File: src/rtl/cpu_state_dumper_pkg.sv
// rtl/cpu_state_dumper_pkg.sv - shared FSM encoding and dump geometry constants
package cpu_state_dumper_pkg;

    typedef enum logic [1:0] {
        ST_IDLE = 2'd0,
        ST_LOAD = 2'd1,
        ST_SEND = 2'd2
    } dump_state_t;

    localparam int DEF_DATA_W = 16;
    localparam int DEF_NREG   = 8;
    localparam int DEF_NDM    = 8;
    localparam int DEF_CNT_W  = 16;

    // Word 0 of every dump is the cycle-stamp header.
    localparam int HDR_IDX = 0;

    // Width of the CPU freeze request.
    localparam int HOLD_W = 1;

    function automatic int dump_words(input int nreg, input int ndm);
        return 1 + nreg + ndm;
    endfunction

endpackage

File: src/rtl/cpu_state_dumper_if.sv
// rtl/cpu_state_dumper_if.sv - valid/ready dump word stream
interface cpu_state_dumper_if #(
    parameter int DATA_W = 16,
    parameter int IDX_W  = 5
);
    logic              valid;
    logic              ready;
    logic [DATA_W-1:0] data;
    logic [IDX_W-1:0]  idx;
    logic              last;

    modport master (output valid, data, idx, last, input ready);
    modport slave  (input valid, data, idx, last, output ready);
endinterface

File: src/rtl/cpu_state_dumper_dbg_cycle_counter.sv
// rtl/cpu_state_dumper_dbg_cycle_counter.sv - free-running wrapping cycle counter with enable
module cpu_state_dumper_dbg_cycle_counter #(
    parameter int CNT_W = 16
) (
    input  logic             clk,
    input  logic             rst,
    input  logic             en,
    output logic [CNT_W-1:0] count
);

    always_ff @(posedge clk or posedge rst) begin
        if (rst) begin
            count <= '0;
        end else if (en) begin
            count <= count + CNT_W'(1);
        end
    end

endmodule

File: src/rtl/cpu_state_dumper.sv
// rtl/cpu_state_dumper.sv - freezes the CPU and streams a cycle-stamped register/memory dump
module cpu_state_dumper
    import cpu_state_dumper_pkg::*;
#(
    parameter int  DATA_W = DEF_DATA_W,
    parameter int  NREG   = DEF_NREG,
    parameter int  NDM    = DEF_NDM,
    parameter int  CNT_W  = DEF_CNT_W,
    localparam int RA_W   = $clog2(NREG),
    localparam int DA_W   = $clog2(NDM),
    localparam int IDX_W  = $clog2(NREG + NDM + 1)
) (
    input  logic              clk,
    input  logic              rst,
    input  logic              run,
    input  logic              req,
    output logic [HOLD_W-1:0] hold,
    output logic              busy,
    output logic [RA_W-1:0]   reg_raddr,
    input  logic [DATA_W-1:0] reg_rdata,
    output logic [DA_W-1:0]   dm_raddr,
    input  logic [DATA_W-1:0] dm_rdata,
    cpu_state_dumper_if.master dump
);

    localparam int LAST_IDX = dump_words(NREG, NDM) - 1;

    dump_state_t       state;
    logic [IDX_W-1:0]  idx;
    logic [CNT_W-1:0]  count;
    logic [CNT_W-1:0]  snap;
    logic              in_reg;
    logic              in_dm;

    cpu_state_dumper_dbg_cycle_counter #(.CNT_W(CNT_W)) u_cycle_counter (
        .clk   (clk),
        .rst   (rst),
        .en    (run && (hold == '0)),
        .count (count)
    );

    // Read addresses are only meaningful during LOAD; parked at 0 otherwise.
    always_comb begin
        in_reg    = (idx >= IDX_W'(1)) && (idx <= IDX_W'(NREG));
        in_dm     = (idx > IDX_W'(NREG));
        reg_raddr = '0;
        dm_raddr  = '0;
        if (state == ST_LOAD && in_reg) begin
            reg_raddr = RA_W'(idx - IDX_W'(1));
        end
        if (state == ST_LOAD && in_dm) begin
            dm_raddr = DA_W'(idx - IDX_W'(NREG + 1));
        end
    end

    always_ff @(posedge clk or posedge rst) begin
        if (rst) begin
            state      <= ST_IDLE;
            idx        <= '0;
            snap       <= '0;
            hold       <= '0;
            busy       <= 1'b0;
            dump.valid <= 1'b0;
            dump.data  <= '0;
            dump.idx   <= '0;
            dump.last  <= 1'b0;
        end else begin
            case (state)
                ST_IDLE: begin
                    if (req) begin
                        state <= ST_LOAD;
                        idx   <= '0;
                        snap  <= count;
                        hold  <= '1;
                        busy  <= 1'b1;
                    end
                end
                ST_LOAD: begin
                    dump.valid <= 1'b1;
                    dump.idx   <= idx;
                    dump.last  <= (idx == IDX_W'(LAST_IDX));
                    if (idx == IDX_W'(HDR_IDX)) begin
                        dump.data <= DATA_W'(snap);
                    end else if (in_reg) begin
                        dump.data <= reg_rdata;
                    end else begin
                        dump.data <= dm_rdata;
                    end
                    state <= ST_SEND;
                end
                ST_SEND: begin
                    if (dump.ready) begin
                        dump.valid <= 1'b0;
                        if (dump.last) begin
                            dump.last <= 1'b0;
                            hold      <= '0;
                            busy      <= 1'b0;
                            state     <= ST_IDLE;
                        end else begin
                            idx   <= idx + IDX_W'(1);
                            state <= ST_LOAD;
                        end
                    end
                end
                default: state <= ST_IDLE;
            endcase
        end
    end

endmodule
File: src/flat_wrapper.sv
// flat-port wrapper written by rule: the top's interface ports become plain ports
module cpu_state_dumper_flat import cpu_state_dumper_pkg::*;
#(
    parameter int  DATA_W = DEF_DATA_W,
    parameter int  NREG   = DEF_NREG,
    parameter int  NDM    = DEF_NDM,
    parameter int  CNT_W  = DEF_CNT_W,
    localparam int RA_W   = $clog2(NREG),
    localparam int DA_W   = $clog2(NDM),
    localparam int IDX_W  = $clog2(NREG + NDM + 1)
)
  (clk, rst, run, req, hold, busy, reg_raddr, reg_rdata, dm_raddr, dm_rdata, dump_valid, dump_data, dump_idx, dump_last, dump_ready);
  cpu_state_dumper_if #(.DATA_W(DATA_W)) dump_i ();
  input  logic clk;
  input  logic rst;
  input  logic run;
  input  logic req;
  output logic [HOLD_W-1:0] hold;
  output logic busy;
  output logic [RA_W-1:0] reg_raddr;
  input  logic [DATA_W-1:0] reg_rdata;
  output logic [DA_W-1:0] dm_raddr;
  input  logic [DATA_W-1:0] dm_rdata;
  output wire logic [$bits(dump_i.valid)-1:0] dump_valid;
  output wire logic [$bits(dump_i.data)-1:0] dump_data;
  output wire logic [$bits(dump_i.idx)-1:0] dump_idx;
  output wire logic [$bits(dump_i.last)-1:0] dump_last;
  input wire logic [$bits(dump_i.ready)-1:0] dump_ready;
  assign dump_valid = dump_i.valid;
  assign dump_data = dump_i.data;
  assign dump_idx = dump_i.idx;
  assign dump_last = dump_i.last;
  assign dump_i.ready = dump_ready;
  cpu_state_dumper #(.DATA_W(DATA_W), .NREG(NREG), .NDM(NDM), .CNT_W(CNT_W)) u_core (.clk(clk), .rst(rst), .run(run), .req(req), .hold(hold), .busy(busy), .reg_raddr(reg_raddr), .reg_rdata(reg_rdata), .dm_raddr(dm_raddr), .dm_rdata(dm_rdata), .dump(dump_i));
endmodule
File: config.mk
export PLATFORM = sky130hd
export DESIGN_NAME = cpu_state_dumper_flat
export DESIGN_NICKNAME = d
export VERILOG_FILES = /design/src/rtl/cpu_state_dumper_pkg.sv /design/src/rtl/cpu_state_dumper_if.sv /design/src/rtl/cpu_state_dumper_dbg_cycle_counter.sv /design/src/rtl/cpu_state_dumper.sv /design/src/flat_wrapper.sv
export SDC_FILE = /design/constraint.sdc
export NUM_CORES = 1
export LEC_CHECK = 0
export ABC_AREA = 1
export ABC_CLOCK_PERIOD_IN_PS = 1800
export BUFFER_PORTS_ARGS = -buffer_cell sky130_fd_sc_hd__buf_2
export CORE_MARGIN = 2
export CORE_UTILIZATION = 45
export DETAILED_ROUTE_END_ITERATION = 8
export PLACE_DENSITY = 0.71
export SKIP_CTS_REPAIR_TIMING = 1
export SKIP_LAST_GASP = 1
export SLEW_MARGIN = 40
export SYNTH_ARGS = -nofsm -noshare
export SYNTH_HDL_FRONTEND = slang
export SYNTH_SLANG_ARGS = --single-unit
File: constraint.sdc
create_clock -name clk -period 1.8 [get_ports clk]
set_input_delay 0 -clock clk [delete_from_list [all_inputs] [get_ports clk]]
set_output_delay 0 -clock clk [all_outputs]
set_load 0.1 [all_outputs]
==> metrics <==
routing usage on met1 0.277; CTS tree done; Sw Share 0.536; Post-Synth Simple-Gate Area 0.284; Yosys reg bits 63; clock sinks 63; DRC 0; Gate Count Post-Synth between 400 and 500; initial antenna violation count 0; Synth top cells by count 120 x nand2_1, 63 x dfrtp_1, 55 x inv_1, 46 x nand3_1, 38 x o21ai_0; WP data required 1.80 ns; mux cell area share after synthesis 0.00696; XOR/XNOR share of the synthesized area 0.0352; CP endpoint kind primary output; die area roughly 8000 µm²; warnings from Yosys 0; Top FF cell, synth dfrtp_1; Worst-path clk slew 0.07 ns; GR Util met3 0.0522; number of global-route vias before repair roughly 2.6k; fraction of layout cells with a size suffix above 1 0.250; Net Count, Synth 453; hold depth 5; NetSw 4.43 mW; fin. max-slew vios 0; syn_area_per_cell 7.87 µm²; Int Power 3.84 mW; Post-synth EDFFs 0; Cell Area, Synth about 3200 µm²; final net count 533; CP Class reg2out; Slew Limit Headroom 0.666; final WL 7410 µm; GP Congestion around 0.9; Detailed Place HPWL 5320 µm; crit path max fanout 5; dpl ws 0.164 ns; status complete, but fails checks; Comb pwr share 0.582; Post-Synth Adder-Cell Area 0.0193; worst-skew pair later-pin latency 0.34 ns; Worst Slack Setup Final approximately 0.07 ns; total global routing overflow 0; # rows 30; most area-hungry cell type in the Yosys netlist dfrtp_1; clock share of power 0.146; PortBufs 67; root buffer cell clkbuf_8; count leader, synth nand2_1; Final Skew 0.00709 ns; Final Hold Vio Count 13; sequential area share after synthesis 0.487; crit path max-delay cell type dfrtp_2; Fillers 618; Core Footprint 6870 µm²; DRT iter0 DRCs about 260; Synth cell types 26; first-pass GRT wire length 11900 µm; area fraction of the dominant cell type after synthesis 0.487; Initial Utilization 0.471; Least-Margin Pin Slew 0.501 ns; worst hold slack -0.0510 ns; GRT busiest layer met2; Chip Height around 89 µm; GR Util met2 0.303; Final setup viols 0; largest net degree at the start of global routing 43; violated checks negative hold slack; largest family of logic cells by synthesized area simple AND/OR/NAND/NOR gates; Power Dens Cells roughly 2000 nW/µm²; final core occ 0.604; Max VDD drop about 0.8 mV; GRT Resource Usage Total 0.198; Max Root-Sink Buffers 2; Critical Path Max Stage Delay 0.42 ns; antenna viol nets, final 0; Synth-to-Final Area Change 28.3%; vias 2908; Area contributors post-synth dfrtp_1 49%, nand2_1 14%, nand3_1 7.1%; Worst Hold Class in2reg; Reg power frac 0.273; MaxCap Viol Count 0; WL/cell 12.5 µm; asr flop ratio synth 1.00; I/O pin count 68; crit start category register; clock buffer count from CTS 9; CTS H-tree lvls 3; Tmin final ~1.7 ns; # diodes 0; crit-path cells inv_2 > ha_4 > nor2_4 > o21ai_1 > nor2_2 > buf_12; WP data arrival 1.73 ns; DR vias/cell between 4 and 5; Leak between 2 and 2.5 nW; r2r worst-path depth 9; Synth Area in Compound Gates 0.0762; Fmax 578 MHz; Die W 88.8 µm; final worst path period share 0.962; 1st-pass router iterations 4
-- sequential cells by signal, indices dropped and copies added (netlist names) --
signal,count
u_core.state,2
u_core.hold,1
u_core.dump.data,16
u_core.snap,16
u_core.u_cycle_counter.count,16
u_core.dump.last,1
u_core.dump.valid,1
u_core.dump.idx,5
u_core.idx,5
-- placed cells by master, fill, tap and decap left out, types with 2 or more instances in the layout --
master / synthesis / layout
nand2_1: 120 / 120
nand3_1: 46 / 46
nor2_1: 21 / 18
clkbuf_8: 0 / 10
xor2_1: 12 / 12
nand2_2: 8 / 8
buf_4: 2 / 9
buf_12: 0 / 9
o21ai_1: 9 / 10
o21ai_0: 38 / 37
dlygate4sd3_1: 0 / 5
ha_1: 5 / 4
clkinv_2: 0 / 3
mux2_2: 2 / 2
inv_2: 1 / 3
nor2_4: 3 / 5
buf_2: 4 / 61
nor3_4: 0 / 3
nand4_1: 4 / 4
inv_1: 55 / 52
nor2_2: 1 / 2
clkbuf_1: 5 / 2
dfrtp_2: 0 / 3
dfrtp_1: 63 / 60
-- area by class of cell --
| cell class | count | area [µm²] | area share |
|---|---|---|---|
| Tap cell | 96 | 120 | 0.0289 |
| Clock inverter | 4 | 45.0 | 0.0109 |
| Multi-Input combinational cell | 277 | 1440 | 0.348 |
| Clock buffer | 12 | 145 | 0.0350 |
| Inverter | 56 | 213 | 0.0513 |
| Timing Repair Buffer | 84 | 603 | 0.145 |
| Sequential cell | 63 | 1580 | 0.381 |
-- worst paths after layout --
| path | end | startpoint | slack, ns |
|---|---|---|---|
| worst min-delay path | u_core.dump.data[10]$_DFFE_PP0P_ | dm_rdata[10] | -0.05 |
| worst max register to register | u_core.dump.data[13]$_DFFE_PP0P_ | u_core.idx[0]$_DFFE_PP0P_ | 0.18 |
| max in group asynchronous | u_core.snap[10]$_DFFE_PP0P_ | rst | 0.98 |
| worst min register to register | u_core.dump.idx[4]$_DFFE_PP0P_ | u_core.dump.idx[4]$_DFFE_PP0P_ | 0.47 |
| worst max-delay path | dm_raddr[0] | u_core.idx[0]$_DFFE_PP0P_ | 0.07 |
| min in group asynchronous | u_core.dump.valid$_DFFE_PP0P_ | rst | 0.23 |
-- logic make-up (layout without fill, tap and decap cells) --
| family | after synthesis | after routing |
|---|---|---|
| flip-flops | 63 | 63 |
| AO/OA/AOI/OAI | 48 | 48 |
| adder cells (fa/ha/maj) | 5 | 5 |
| XOR/XNOR | 13 | 13 |
| AND/OR/NAND/NOR | 209 | 209 |
| buffers and inverters | 71 | 156 |
| multiplexers | 2 | 2 |
-- power by group through the flow --
stage / logic (mW) / clock network [mW] / registers [mW]
2_1_floorplan: 2.28 / 0 / 3.71
3_3_place_gp: 4.62 / 0 / 2.24
3_5_place_dp: 4.71 / 0 / 2.28
4_1_cts: 4.72 / 1.22 / 2.25
5_1_grt: 5.23 / 1.29 / 2.32
6_report: 4.81 / 1.21 / 2.26
-- layer usage --
metal  wire length (µm)  part of all wire
met1               3530              0.48
met2               3370              0.46
met4                 73            0.0099
met3                434             0.059
met5                  0                 0
-- per-stage QoR --
| stage | total power, mW | instance area [µm²] | instances | TNS, ns |
|---|---|---|---|---|
| after floorplan | 5.98 | 3300 | 411 | -0.813 |
| after global placement | 6.86 | 3860 | 568 | 0 |
| after detailed placement | 6.98 | 3860 | 568 | 0 |
| after CTS | 8.19 | 4050 | 584 | -0.877 |
| after global routing | 8.83 | 4150 | 592 | -0.00968 |
| final | 8.28 | 4150 | 592 | 0 |
-- worst max-delay path: cells and delay by family (launching register included) --
family | cells | cell delay (ns)
DFF | 1 | 0.42
AOI/OAI and AO/OA | 1 | 0.37
buffers and inverters | 2 | 0.29
adders and majority gates | 1 | 0.17
and+or+nand+nor | 2 | 0.14
(Power assumes the default switching activity.)
